--- config.mk ---
export PLATFORM = sky130hd
export DESIGN_NAME = mult_writeback_pipe_flat
export DESIGN_NICKNAME = d
export VERILOG_FILES = /design/src/rtl/mult_pipe_pkg.sv /design/src/rtl/mult_writeback_pipe_if.sv /design/src/rtl/mult_pipe_slot.sv /design/src/rtl/mult_writeback_pipe.sv /design/src/flat_wrapper.sv
export SDC_FILE = /design/constraint.sdc
export NUM_CORES = 1
export LEC_CHECK = 0
export CORE_MARGIN = 8
export CORE_UTILIZATION = 35
export DETAILED_ROUTE_END_ITERATION = 8
export SETUP_SLACK_MARGIN = 0.05
export SLEW_MARGIN = 20
export SYNTH_ARGS = -nofsm -noshare
export SYNTH_HDL_FRONTEND = slang
export SYNTH_HIERARCHICAL = 1
export SYNTH_SLANG_ARGS = --single-unit
--- constraint.sdc ---
create_clock -name clock -period 2.08 [get_ports clock]
set_clock_uncertainty 0.15 [all_clocks]
set_input_delay 0.624 -clock clock [delete_from_list [all_inputs] [get_ports clock]]
set_output_delay 0.624 -clock clock [all_outputs]
set_load 0.02 [all_outputs]
--- src/rtl/mult_pipe_pkg.sv ---
// Shared types and limits for the MULT writeback pipeline.
package mult_pipe_pkg;

   localparam int unsigned DATA_WIDTH  = 32;
   localparam int unsigned REG_BITS    = 5;
   localparam int unsigned MAX_LATENCY = 8;

   typedef struct packed {
      logic [DATA_WIDTH-1:0] result;
      logic [REG_BITS-1:0]   rd;
      logic                  regwrite;
   } mult_entry_t;

endpackage

--- src/rtl/mult_writeback_pipe_if.sv ---
// Issue/execute-side and writeback-side signals of the MULT result pipeline.
interface mult_writeback_pipe_if
   import mult_pipe_pkg::*;
#(
   parameter int unsigned LATENCY = 2
);

   localparam int unsigned CountBits = $clog2(LATENCY + 1);

   logic                  in_valid;
   logic                  in_ready;
   logic [DATA_WIDTH-1:0] in_result;
   logic [REG_BITS-1:0]   in_rd;
   logic                  in_regwrite;
   logic                  flush;
   logic                  wb_valid;
   logic                  wb_grant;
   logic [DATA_WIDTH-1:0] wb_result;
   logic [REG_BITS-1:0]   wb_rd;
   logic                  wb_regwrite;
   logic [REG_BITS-1:0]   hazard_rd;
   logic                  hazard_hit;
   logic [CountBits-1:0]  pending_count;

   modport master (
      output in_valid, in_result, in_rd, in_regwrite, flush, wb_grant, hazard_rd,
      input  in_ready, wb_valid, wb_result, wb_rd, wb_regwrite, hazard_hit, pending_count
   );

   modport slave (
      input  in_valid, in_result, in_rd, in_regwrite, flush, wb_grant, hazard_rd,
      output in_ready, wb_valid, wb_result, wb_rd, wb_regwrite, hazard_hit, pending_count
   );

endinterface

--- src/rtl/mult_pipe_slot.sv ---
// One pipeline slot: valid bit plus entry, loaded on enable, valid killed by clear.
module mult_pipe_slot
   import mult_pipe_pkg::*;
(
   input  logic        clock,
   input  logic        reset,
   input  logic        load,
   input  logic        clear,
   input  logic        valid_in,
   input  mult_entry_t entry_in,
   output logic        valid,
   output mult_entry_t entry
);

   logic        valid_q;
   mult_entry_t entry_q;

   always_ff @(posedge clock or posedge reset) begin
      if (reset) begin
         valid_q <= 1'b0;
         entry_q <= '0;
      end else begin
         if (clear) begin
            valid_q <= 1'b0;
         end else if (load) begin
            valid_q <= valid_in;
         end
         if (load) begin
            entry_q <= entry_in;
         end
      end
   end

   assign valid = valid_q;
   assign entry = entry_q;

endmodule

--- src/rtl/mult_writeback_pipe.sv ---
// In-order MULT result pipeline with back-pressure, bubble collapse, flush and rd-hazard query.
module mult_writeback_pipe
   import mult_pipe_pkg::*;
#(
   parameter int unsigned LATENCY = 2
) (
   input logic                  clock,
   input logic                  reset,
   mult_writeback_pipe_if.slave bus
);

   localparam int unsigned CountBits = $clog2(LATENCY + 1);

   if (LATENCY < 1 || LATENCY > MAX_LATENCY) begin : g_bad_latency
      $error("mult_writeback_pipe: LATENCY must be in 1..MAX_LATENCY");
   end

   logic [LATENCY-1:0]   valid;
   logic [LATENCY-1:0]   valid_in;
   logic [LATENCY-1:0]   adv;
   mult_entry_t          entry    [LATENCY];
   mult_entry_t          entry_in [LATENCY];
   logic                 accept;
   logic                 commit;
   logic                 hit;
   logic [CountBits-1:0] count_q;
   logic [CountBits-1:0] count_d;

   // A stage may advance when it is empty or everything downstream of it moves.
   always_comb begin
      adv = '0;
      adv[LATENCY-1] = !valid[LATENCY-1] || bus.wb_grant;
      for (int unsigned j = 1; j < LATENCY; j++) begin
         adv[LATENCY-1-j] = !valid[LATENCY-1-j] || adv[LATENCY-j];
      end
   end

   assign bus.in_ready = adv[0] && !bus.flush;
   assign accept       = bus.in_valid && bus.in_ready;
   assign commit       = valid[LATENCY-1] && bus.wb_grant && !bus.flush;

   // x0 writes are dropped at entry so the output and hazard paths never see them.
   always_comb begin
      valid_in[0]          = accept;
      entry_in[0].result   = bus.in_result;
      entry_in[0].rd       = bus.in_rd;
      entry_in[0].regwrite = bus.in_regwrite && (bus.in_rd != '0);
      for (int unsigned i = 1; i < LATENCY; i++) begin
         valid_in[i] = valid[i-1];
         entry_in[i] = entry[i-1];
      end
   end

   for (genvar i = 0; i < LATENCY; i++) begin : g_slot
      mult_pipe_slot u_slot (
         .clock    (clock),
         .reset    (reset),
         .load     (adv[i]),
         .clear    (bus.flush),
         .valid_in (valid_in[i]),
         .entry_in (entry_in[i]),
         .valid    (valid[i]),
         .entry    (entry[i])
      );
   end

   always_comb begin
      if (bus.flush) begin
         count_d = '0;
      end else begin
         count_d = count_q + CountBits'(accept) - CountBits'(commit);
      end
   end

   always_ff @(posedge clock or posedge reset) begin
      if (reset) begin
         count_q <= '0;
      end else begin
         count_q <= count_d;
      end
   end

   always_comb begin
      hit = 1'b0;
      for (int unsigned i = 0; i < LATENCY; i++) begin
         if (valid[i] && entry[i].regwrite && (entry[i].rd == bus.hazard_rd)) begin
            hit = 1'b1;
         end
      end
   end

   assign bus.hazard_hit    = hit && (bus.hazard_rd != '0);
   assign bus.pending_count = count_q;
   assign bus.wb_valid      = valid[LATENCY-1] && !bus.flush;
   assign bus.wb_result     = entry[LATENCY-1].result;
   assign bus.wb_rd         = entry[LATENCY-1].rd;
   assign bus.wb_regwrite   = entry[LATENCY-1].regwrite;

endmodule

--- src/flat_wrapper.sv ---
// flat-port wrapper written by rule: the top's interface ports become plain ports
module mult_writeback_pipe_flat import mult_pipe_pkg::*;
#(
   parameter int unsigned LATENCY = 2
)
  (clock, reset, bus_in_valid, bus_in_result, bus_in_rd, bus_in_regwrite, bus_flush, bus_wb_grant, bus_hazard_rd, bus_in_ready, bus_wb_valid, bus_wb_result, bus_wb_rd, bus_wb_regwrite, bus_hazard_hit, bus_pending_count);
  mult_writeback_pipe_if #(.LATENCY(LATENCY)) bus_i ();
  input logic clock;
  input logic reset;
  input wire logic [$bits(bus_i.in_valid)-1:0] bus_in_valid;
  input wire logic [$bits(bus_i.in_result)-1:0] bus_in_result;
  input wire logic [$bits(bus_i.in_rd)-1:0] bus_in_rd;
  input wire logic [$bits(bus_i.in_regwrite)-1:0] bus_in_regwrite;
  input wire logic [$bits(bus_i.flush)-1:0] bus_flush;
  input wire logic [$bits(bus_i.wb_grant)-1:0] bus_wb_grant;
  input wire logic [$bits(bus_i.hazard_rd)-1:0] bus_hazard_rd;
  output wire logic [$bits(bus_i.in_ready)-1:0] bus_in_ready;
  output wire logic [$bits(bus_i.wb_valid)-1:0] bus_wb_valid;
  output wire logic [$bits(bus_i.wb_result)-1:0] bus_wb_result;
  output wire logic [$bits(bus_i.wb_rd)-1:0] bus_wb_rd;
  output wire logic [$bits(bus_i.wb_regwrite)-1:0] bus_wb_regwrite;
  output wire logic [$bits(bus_i.hazard_hit)-1:0] bus_hazard_hit;
  output wire logic [$bits(bus_i.pending_count)-1:0] bus_pending_count;
  assign bus_i.in_valid = bus_in_valid;
  assign bus_i.in_result = bus_in_result;
  assign bus_i.in_rd = bus_in_rd;
  assign bus_i.in_regwrite = bus_in_regwrite;
  assign bus_i.flush = bus_flush;
  assign bus_i.wb_grant = bus_wb_grant;
  assign bus_i.hazard_rd = bus_hazard_rd;
  assign bus_in_ready = bus_i.in_ready;
  assign bus_wb_valid = bus_i.wb_valid;
  assign bus_wb_result = bus_i.wb_result;
  assign bus_wb_rd = bus_i.wb_rd;
  assign bus_wb_regwrite = bus_i.wb_regwrite;
  assign bus_hazard_hit = bus_i.hazard_hit;
  assign bus_pending_count = bus_i.pending_count;
  mult_writeback_pipe #(.LATENCY(LATENCY)) u_core (.clock(clock), .reset(reset), .bus(bus_i));
endmodule
==> impl_metrics.tcl, run 1 <==
set metrics [dict create \
    start_util_pct 35.9 \
    place.gp.congestion 0.700 \
    cp.buffers_inverters 2 \
    remaining_drc_errors 0 \
    ys_seq_area_share_pct 60.7 \
    critPathMaxFanout 3 \
    cap_violations 0 \
    ys_types 23 \
    viasPerCell 4.61 \
    cp_slowest_cell "nor4_2" \
    htreeDepth 3 \
    synth_nets 254 \
    fin_nets 372 \
    ios 91 \
    wl_per_cell_um 16.5 \
    final_core_util_pct 50.0 \
    irDropWorstVdd_mv 0.283 \
    num_rows 35 \
    syn_avg_cell_area_um2 16.2 \
    syn_inst 204 \
    yosys_warnings 6 \
    cpPeakStageDelay_ns 0.29 \
    cts_hold_buffers 0 \
    finalCriticalPeriod_ns 2.41 \
    grt_pass1_vias 2225 \
    grt_max_degree 40 \
    setup_ws_ns -0.331 \
    cts-root-buf "clkbuf_8" \
    crit_chain "clkbuf_2 -> xor2_1 -> nor4_2 -> nand4_1 -> a21oi_2 -> buf_6" \
    yosys_register_bits 80 \
    clock_latency_ns 0.34 \
    ant_nets 0 \
    hold_viol 0 \
    cp-start-kind "input pin" \
    slew_headroom_pct 59.2 \
    syn_area_um2 3300 \
    power_density_nw_per_um2 704 \
    path_clk_slew_ns 0.08 \
    fmax_mhz 415 \
    place_area_um2 4480 \
    track_usage_pct 12.0 \
    violations "negative setup slack" \
    hp-start "u_core/g_slot[0].u_slot/entry[30]" \
    dp_hpwl_mm 5.18 \
    finalSetupViolCount 1 \
    syn2layout_area_growth_pct 39.2 \
    place.port_buffers 90 \
    fp.coreArea_um2 9200 \
    clock_sinks 80 \
    num-fill-cells 850 \
    crit_type "in -> out" \
    power_mw 3.23 \
    clk_path_buf_depth 2 \
    die_h_um 113 \
    total_leakage_power_nw 2.16 \
    die_x_um 113 \
    rr_startpoint "u_core/g_slot[0].u_slot/valid" \
    drt_iter0_drc 35 \
    grt_pass1_wl_mm 11.9 \
    cp-end-kind "output port" \
    vias 2020 \
    min_path_type "reg -> reg" \
    crit_arrival_ns 1.64 \
    outcome "finished with violations" \
    grt.overflow.total 0 \
    post-route-period-util_pct 116 \
    tightest_slew_ns 0.612 \
    cts_tree "yes" \
    final_area_um2 4590 \
    antenna_found_initial 0 \
    crit_required_ns 1.31 \
    diodes 0 \
    rsz0062_at_grt "yes" \
    drtPass1Iterations 3 \
    startpoint "bus_hazard_rd[3]" \
    path_delay_family "simple AND/OR/NAND/NOR gates" \
    wl_mm 7.23 \
    cts-buffers-inserted 9 \
    slew_viol_final 0 \
    die-area_um2 12800 \
    drive_above_1_share_pct 40.1 \
]
## area by class of cell
cell class                 instances  area [um^2]  share of cell area, %
inverter                           5         18.8                  0.408
tap                              111          139                   3.02
clock inverter                     5         57.6                   1.25
multi-input combinational        111         1210                   26.4
timing repair buffer             115         1030                   22.5
clock buffer                      11          131                   2.86
sequential                        80         2000                   43.6
## worst register-to-register path, stage by stage, from the launching register on
cell	delay [ns]
dfrtp_1	0.42
nand3b_1	0.12
buf_4	0.52
mux2_2	0.42
## layer usage
layer  part of all wire (%)  vias to the layer above  global-route usage [%]  wire [um]
li1                       -                      944                       -          -
met1                     48                     1014                    15.7       3450
met2                     45                       52                    17.5       3280
met3                    5.3                       10                    3.67        385
met4                    1.5                        0                    5.86        110
met5                      0                        -                       0          0
## cell usage after synthesis
| cell | n | area [um^2] |
|---|---|---|
| o21a_1 | 1 | 7.51 |
| a21oi_1 | 1 | 5.00 |
| nand2_1 | 1 | 3.75 |
| xor2_1 | 9 | 78.8 |
| xnor2_1 | 3 | 26.3 |
| nand3b_1 | 1 | 7.51 |
| nor2b_1 | 3 | 18.8 |
| or4_1 | 2 | 15.0 |
| mux2_2 | 56 | 631 |
| buf_6 | 2 | 22.5 |
| inv_1 | 5 | 18.8 |
| nand4_1 | 2 | 12.5 |
| and2_1 | 1 | 6.26 |
| ha_1 | 2 | 25.0 |
| mux2_4 | 20 | 300 |
| buf_8 | 2 | 30.0 |
| buf_4 | 4 | 30.0 |
| nor2_1 | 4 | 15.0 |
| nor4_1 | 1 | 6.26 |
| mux2i_1 | 2 | 20.0 |
| nand2b_1 | 1 | 6.26 |
| nor4_2 | 1 | 12.5 |
| dfrtp_1 | 80 | 2000 |
## registers in the layout (all words and copies together), names as in the netlist
register	flops
u_core/bus.pending_count	2
u_core/g_slot.u_slot/entry	76
u_core/g_slot.u_slot/valid	2
## stage by stage
stage	instances	setup slack, ns	hold WS, ns	setup TNS, ns
2_1_floorplan	204	-0.106	0.215	-0.106
5_1_grt	438	-0.414	0.372	-0.414
4_1_cts	438	-0.364	0.355	-0.364
6_report	438	-0.331	0.353	-0.331
3_5_place_dp	421	-1.16	0.338	-19.16
3_3_place_gp	421	-1.15	0.331	-19.45
## cells in the final DEF (no fill, tap or decap), types with 2 or more instances in the layout
cell type	instances
inv_1	3
buf_12	2
clkinvlp_4	3
dlygate4sd2_1	41
mux2_4	20
mux2_2	56
buf_4	24
or4_1	2
dfrtp_1	80
xnor2_1	3
clkbuf_8	9
clkdlybuf4s50_1	40
buf_2	5
inv_2	2
nand4_1	2
mux2i_1	2
clkbuf_1	2
buf_6	2
ha_1	2
xor2_1	9
nor2_1	4
## worst paths after layout
kind | slack, ns | cells past startpoint | end
worst max-delay path | -0.33 | 6 | bus_hazard_hit
worst min-delay path | 0.35 | 1 | u_core/g_slot[1].u_slot/entry[30]
worst max register to register | 0.33 | 3 | u_core/g_slot[0].u_slot/entry[34]
worst min register to register | 0.35 | 1 | u_core/g_slot[1].u_slot/entry[30]
max in group asynchronous | 0.93 | 3 | u_core/g_slot[0].u_slot/entry[30]
min in group asynchronous | 0.39 | 2 | u_core/g_slot[1].u_slot/entry[36]
## cell families (layout without fill, tap and decap cells)
family | Yosys count | in the layout | share of synthesized area, %
multiplexers | 78 | 78 | 28.8
AO/OA/AOI/OAI | 2 | 2 | 0.379
flip-flops | 80 | 80 | 60.7
buffers and inverters | 13 | 136 | 3.07
adder cells (fa/ha/maj) | 2 | 2 | 0.758
AND/OR/NAND/NOR | 17 | 17 | 3.15
XOR/XNOR | 12 | 12 | 3.18
## report_power, final
part | internal [mW] | switching, mW
Clock | 0.554 | 0.555
Combinational | 0.244 | 0.189
Sequential | 1.64 | 0.0489
## timing repair
action,in CTS,in global routing
setup endpoints to repair,83,2
setup buffers,1,0
pin swaps,9,3
gates resized for setup,79,3
(Power assumes the default switching activity.)
==> run 2: changes to the inputs <==
--- a/config.mk
+++ b/config.mk
@@ -6,7 +6,7 @@
 export NUM_CORES = 1
 export LEC_CHECK = 0
 export CORE_MARGIN = 8
-export CORE_UTILIZATION = 35
+export CORE_UTILIZATION = 30
 export DETAILED_ROUTE_END_ITERATION = 8
 export SETUP_SLACK_MARGIN = 0.05
 export SLEW_MARGIN = 20
==> run 2 against run 1 <==
  * The flow still finishes with violations (negative setup slack)
  * Worst setup slack lost 0.018 ns
  * Via count grew 0.64%
  * Combinational power up 1%
  * Critical path depth is the same
  * Die area is 14% higher
  * Clock-buffer cell count shrank 1
  * Clock power increased by 5%
  * Non-clock buffer count unchanged
  * Register-to-register slack worse by 0.11 ns
  * Cell count increased by 6.6%
  * Wire length rose by 2.8%
==> impl_metrics.tcl, run 2 (synthesis gave the netlist of run 1 again) <==
set metrics [dict create \
    place_area_um2 4540 \
    num-fill-cells 1018 \
    slew_headroom_pct 58.3 \
    fin_cells 467 \
    fp.coreArea_um2 10800 \
    cp_slowest_cell "nor4_1" \
    cp-end-kind "output port" \
    cap_violations 0 \
    die_x_um 121 \
    grt_pass1_wl_mm 12.4 \
    violations "negative setup slack" \
    wl_mm 7.43 \
    irDropWorstVdd_mv 0.338 \
    die-area_um2 14600 \
    finalSetupViolCount 1 \
    cts-root-buf "clkbuf_8" \
    grt_pass1_vias 2379 \
    grt_max_degree 40 \
    dp_hpwl_mm 5.18 \
    drive_above_1_share_pct 40.7 \
    crit_chain "buf_2 -> xor2_1 -> nor4_1 -> nand4_1 -> a21oi_2 -> buf_6" \
    power_mw 3.30 \
    p_switching_uw 815 \
    switching_share_pct 24.7 \
    place.gp.congestion 0.686 \
    drt_iter0_drc 51 \
    crit_required_ns 1.31 \
    fin_nets 372 \
    seq_power_share_pct 51.3 \
    cts_hold_buffers 0 \
    wl_per_cell_um 15.9 \
    crit_arrival_ns 1.66 \
    htreeDepth 3 \
    clock_sinks 80 \
    final_cell_mix "dfrtp_1, mux2_2, dlygate4sd2_1" \
    rsz0062_at_grt "yes" \
    place.port_buffers 90 \
    drtPass1Iterations 4 \
    clk_path_buf_depth 2 \
    seq_area_um2 2000 \
    path_clk_slew_ns 0.09 \
    critPathMaxFanout 3 \
    viasPerCell 4.35 \
    fin_hold_ws_ns 0.348 \
    grt.overflow.total 0 \
    slew_viol_final 0 \
    power_density_nw_per_um2 705 \
    combPwrFrac_pct 13.3 \
    tns_ns -0.350 \
    num_rows 38 \
    vias 2033 \
    hold_viol 0 \
    p_int_mw 2.48 \
    start_util_pct 30.6 \
    finalCriticalPeriod_ns 2.43 \
    cp-start-kind "input pin" \
    clock_latency_ns 0.34 \
    post-route-period-util_pct 117 \
    cp.buffers_inverters 2 \
    tightest_slew_ns 0.625 \
    ant_nets 0 \
    diodes 0 \
    cts-buffers-inserted 9 \
    die_h_um 121 \
    multi_input_area_um2 1220 \
    cts_tree "yes" \
    antenna_found_initial 0 \
    p_clk_share_pct 35.4 \
    layout_commonest_cell "dfrtp_1" \
    total_leakage_power_nw 2.19 \
    fmax_mhz 412 \
    cpPeakStageDelay_ns 0.31 \
    setup_ws_ns -0.350 \
    crit_type "in -> out" \
    min_path_type "reg -> reg" \
    ios 91 \
    syn2layout_area_growth_pct 41.7 \
    largest_reg_flops 76 \
    path_delay_family "simple AND/OR/NAND/NOR gates" \
    outcome "finished with violations" \
    placed_cells 450 \
    remaining_drc_errors 0 \
    track_usage_pct 10.6 \
    final_area_um2 4680 \
]
[run 2: cell types whose count changed in the layout (fill, tap and decap cells not counted)]
| cell | previous run | this run |
|---|---|---|
| nor2_1 | 4 | 3 |
| nor2_2 | 0 | 1 |
| clkinv_4 | 0 | 2 |
| clkbuf_1 | 2 | 0 |
| buf_2 | 5 | 4 |
| dlygate4sd2_1 | 41 | 42 |
| clkbuf_8 | 9 | 10 |
| buf_4 | 24 | 22 |
| inv_6 | 0 | 1 |
| buf_12 | 2 | 4 |
| clkinvlp_4 | 3 | 0 |
| clkinv_2 | 1 | 2 |
[run 2: path summary, 6_finish.rpt]
check | from | slack, ns | cells after the start | to
worst min-delay path | u_core/g_slot[0].u_slot/entry[22] | 0.35 | 1 | u_core/g_slot[1].u_slot/entry[22]
worst min register to register | u_core/g_slot[0].u_slot/entry[22] | 0.35 | 1 | u_core/g_slot[1].u_slot/entry[22]
min in group asynchronous | reset | 0.38 | 2 | u_core/bus.pending_count[1]
max in group asynchronous | reset | 0.91 | 3 | u_core/g_slot[0].u_slot/entry[10]
worst max-delay path | bus_hazard_rd[3] | -0.35 | 6 | bus_hazard_hit
worst max register to register | u_core/g_slot[1].u_slot/valid | 0.22 | 4 | u_core/g_slot[0].u_slot/entry[8]
[run 2: metal layers]
| metal | up-vias | track usage, % | routed length, um |
|---|---|---|---|
| met3 | 10 | 3.21 | 411 |
| met4 | 0 | 4.22 | 114 |
| met5 | - | 0 | 0 |
| met1 | 1022 | 13.2 | 3330 |
| met2 | 55 | 16.9 | 3570 |
| li1 | 946 | - | - |
[run 2: metrics by stage]
step	utilization, %	worst slack, ns
after floorplan	-	-0.106
after global placement	42.0	-1.15
after detailed placement	42.0	-1.20
after CTS	43.4	-0.354
after global routing	43.3	-0.431
final	43.3	-0.350
[run 2: timing repair]
action | 4_1_cts | 5_1_grt
pin swaps | 9 | 7
gates resized for setup | 76 | 4
setup endpoints to repair | 83 | 3
setup buffers | 1 | 0
[run 2: power groups by stage]
stage / combinational, mW / sequential [mW] / clock, mW
after floorplan: 0.153 / 1.77 / 0
after global placement: 0.482 / 1.72 / 0
after detailed placement: 0.489 / 1.72 / 0
after CTS: 0.452 / 1.69 / 1.21
after global routing: 0.478 / 1.70 / 1.28
final: 0.439 / 1.69 / 1.17
[run 2: cell type report]
class | count | area share [%]
Multi-Input combinational cell | 111 | 26.0
Inverter | 5 | 0.401
Sequential cell | 80 | 42.8
Clock inverter | 6 | 1.42
Timing Repair Buffer | 115 | 22.7
Tap cell | 140 | 3.75
Clock buffer | 10 | 2.94
[run 2: worst reg2reg max path: cells and delay by family, from the launching register on]
family | cells | cell delay, ns
buffers and inverters | 2 | 0.62
AND/OR/NAND/NOR | 1 | 0.12
multiplexers | 1 | 0.43
flip-flops | 1 | 0.42
==> run 3: changes to the inputs <==
--- a/config.mk
+++ b/config.mk
@@ -7,8 +7,10 @@
 export LEC_CHECK = 0
 export CORE_MARGIN = 8
 export CORE_UTILIZATION = 30
+export CTS_CLUSTER_DIAMETER = 30
 export DETAILED_ROUTE_END_ITERATION = 8
 export SETUP_SLACK_MARGIN = 0.05
+export SKIP_CTS_REPAIR_TIMING = 1
 export SLEW_MARGIN = 20
 export SYNTH_ARGS = -nofsm -noshare
 export SYNTH_HDL_FRONTEND = slang
==> run 3 against run 2 <==
  * The flow still finishes with violations (negative setup slack)
  * Clock power about the same
  * Sequential cell count did not move
  * Non-clock buffer count did not move
  * Clock-buffer cell count unchanged
  * Worst setup slack worse by 0.025 ns
  * Cell count unchanged
  * Total power increased by 0.95%
  * Worst hold slack barely moved
  * Core utilization grew 1.9 points
  * Highest routed layer unchanged
==> impl_metrics.tcl, run 3 (synthesis gave the netlist of run 1 again) <==
set metrics [dict create \
    cp-start-kind "input pin" \
    place.port_buffers 90 \
    path_clk_slew_ns 0.09 \
    irDropWorstVdd_mv 0.338 \
    r2r_end "u_core/g_slot[0].u_slot/entry[8]" \
    cp-end-kind "output port" \
    num_rows 38 \
    wl_per_cell_um 16.0 \
    rr_startpoint "u_core/g_slot[1].u_slot/valid" \
    cp_slowest_cell "nor4_2" \
    vias 2044 \
    grt.overflow.total 0 \
    fin_nets 372 \
    violations "negative setup slack" \
    dp_hpwl_mm 5.18 \
    viasPerCell 4.38 \
    r2r_slack_ns 0.22 \
    rsz0062_at_grt "yes" \
    wl_mm 7.49 \
    num-fill-cells 1007 \
    cpPeakStageDelay_ns 0.28 \
    hold_depth 1 \
    placed_cells 450 \
    setup_ws_ns -0.375 \
    slew_headroom_pct 58.2 \
    remaining_drc_errors 0 \
    die_x_um 121 \
    die-area_um2 14600 \
    cts_tree "yes" \
    grt_pass1_wl_mm 12.3 \
    clock_sinks 80 \
    drt_iter0_drc 39 \
    cts-buffers-inserted 9 \
    drtPass1Iterations 4 \
    die_h_um 121 \
    hp-start "u_core/g_slot[0].u_slot/entry[22]" \
    crit_required_ns 1.31 \
    start_util_pct 30.6 \
    fmax_mhz 407 \
    grt_pass1_vias 2395 \
    p_switching_uw 816 \
    finalCriticalPeriod_ns 2.45 \
    seq_area_um2 2000 \
    power_density_nw_per_um2 682 \
    rr_worst_depth 4 \
    seq_power_share_pct 50.8 \
    fin_cells 467 \
    final_cell_mix "dfrtp_1, mux2_2, dlymetal6s2s_1" \
    critPathMaxFanout 3 \
    multi_input_area_um2 1220 \
    place.gp.congestion 0.686 \
    crit_arrival_ns 1.68 \
    outcome "finished with violations" \
    grt_max_degree 40 \
    drive_above_1_share_pct 39.1 \
    min_to "u_core/g_slot[1].u_slot/entry[22]" \
    final_core_util_pct 45.2 \
    total_leakage_power_nw 2.59 \
    clk_path_buf_depth 2 \
    diodes 0 \
    syn2layout_area_growth_pct 47.8 \
    p_int_mw 2.51 \
    slew_viol_final 0 \
    tightest_slew_ns 0.628 \
    antenna_found_initial 0 \
    finalSetupViolCount 1 \
    htreeDepth 3 \
    crit_type "in -> out" \
    switching_share_pct 24.5 \
    min_path_type "reg -> reg" \
    hold_viol 0 \
    layout_commonest_cell "dfrtp_1" \
    ant_nets 0 \
    cts-root-buf "clkbuf_8" \
    track_usage_pct 10.6 \
    cap_violations 0 \
    startpoint "bus_hazard_rd[2]" \
    clock_latency_ns 0.34 \
    crit_chain "dlymetal6s2s_1 -> xor2_1 -> nor4_2 -> nand4_1 -> a21oi_2 -> buf_6" \
    ios 91 \
    post-route-period-util_pct 118 \
    fp.coreArea_um2 10800 \
    p_clk_share_pct 35.1 \
    combPwrFrac_pct 14.1 \
    largest_reg_flops 76 \
]
[run 3: cell count changes in the layout (fill, tap and decap cells not counted), moves of 2 or more]
| cell | before | now |
|---|---|---|
| dlygate4sd2_1 | 42 | 0 |
| dlymetal6s2s_1 | 0 | 47 |
| buf_4 | 22 | 20 |
| buf_2 | 4 | 0 |
[run 3: layout make-up]
cell class                 count  share of cell area [%]
clock buffer                  10                    2.82
clock inverter                 6                    1.36
inverter                       5                   0.385
multi-input combinational    111                    25.0
sequential                    80                    41.0
tap                          140                    3.59
timing repair buffer         115                    25.8
[run 3: critical path, delay by kind of cell]
kind | cells | cell delay [ns]
XOR/XNOR | 1 | 0.18
buffers and inverters | 2 | 0.29
AO/OA/AOI/OAI | 1 | 0.17
AND/OR/NAND/NOR | 2 | 0.43
[run 3: per-layer routing]
| layer | global-route usage (%) | routed length (um) | vias to the layer above |
|---|---|---|---|
| li1 | - | - | 945 |
| met1 | 13.0 | 3330 | 1030 |
| met2 | 16.8 | 3600 | 57 |
| met3 | 3.26 | 421 | 12 |
| met4 | 4.53 | 136 | 0 |
| met5 | 0 | 0 | - |
[run 3: worst max-delay path by stage]
stage                      to  slack (ns)  depth (start not counted)
2_1_floorplan  bus_hazard_hit       -0.11                          4
3_3_place_gp   bus_hazard_hit       -1.15                          6
4_1_cts        bus_hazard_hit       -1.20                          6
5_1_grt        bus_hazard_hit       -0.47                          5
6_report       bus_hazard_hit       -0.37                          6
3_5_place_dp   bus_hazard_hit       -1.20                          6
[run 3: stage by stage]
stage                     power (mW)  worst slack, ns  area, um^2  hold slack (ns)  setup TNS (ns)
after CTS                       3.40            -1.20        4740            0.354           -5.25
after floorplan                 1.93           -0.106        3310            0.215          -0.106
after global routing            3.49           -0.475        4880            0.368          -0.475
final                           3.33           -0.375        4880            0.348          -0.375
after global placement          2.20            -1.15        4540            0.331          -21.52
after detailed placement        2.21            -1.20        4540            0.342          -20.92
[run 3: power groups by stage]
stage | clock (mW) | combinational [mW] | sequential [mW]
6_report | 1.17 | 0.471 | 1.69
5_1_grt | 1.28 | 0.509 | 1.70
4_1_cts | 1.21 | 0.491 | 1.69
3_5_place_dp | 0 | 0.489 | 1.72
3_3_place_gp | 0 | 0.482 | 1.72
2_1_floorplan | 0 | 0.153 | 1.77
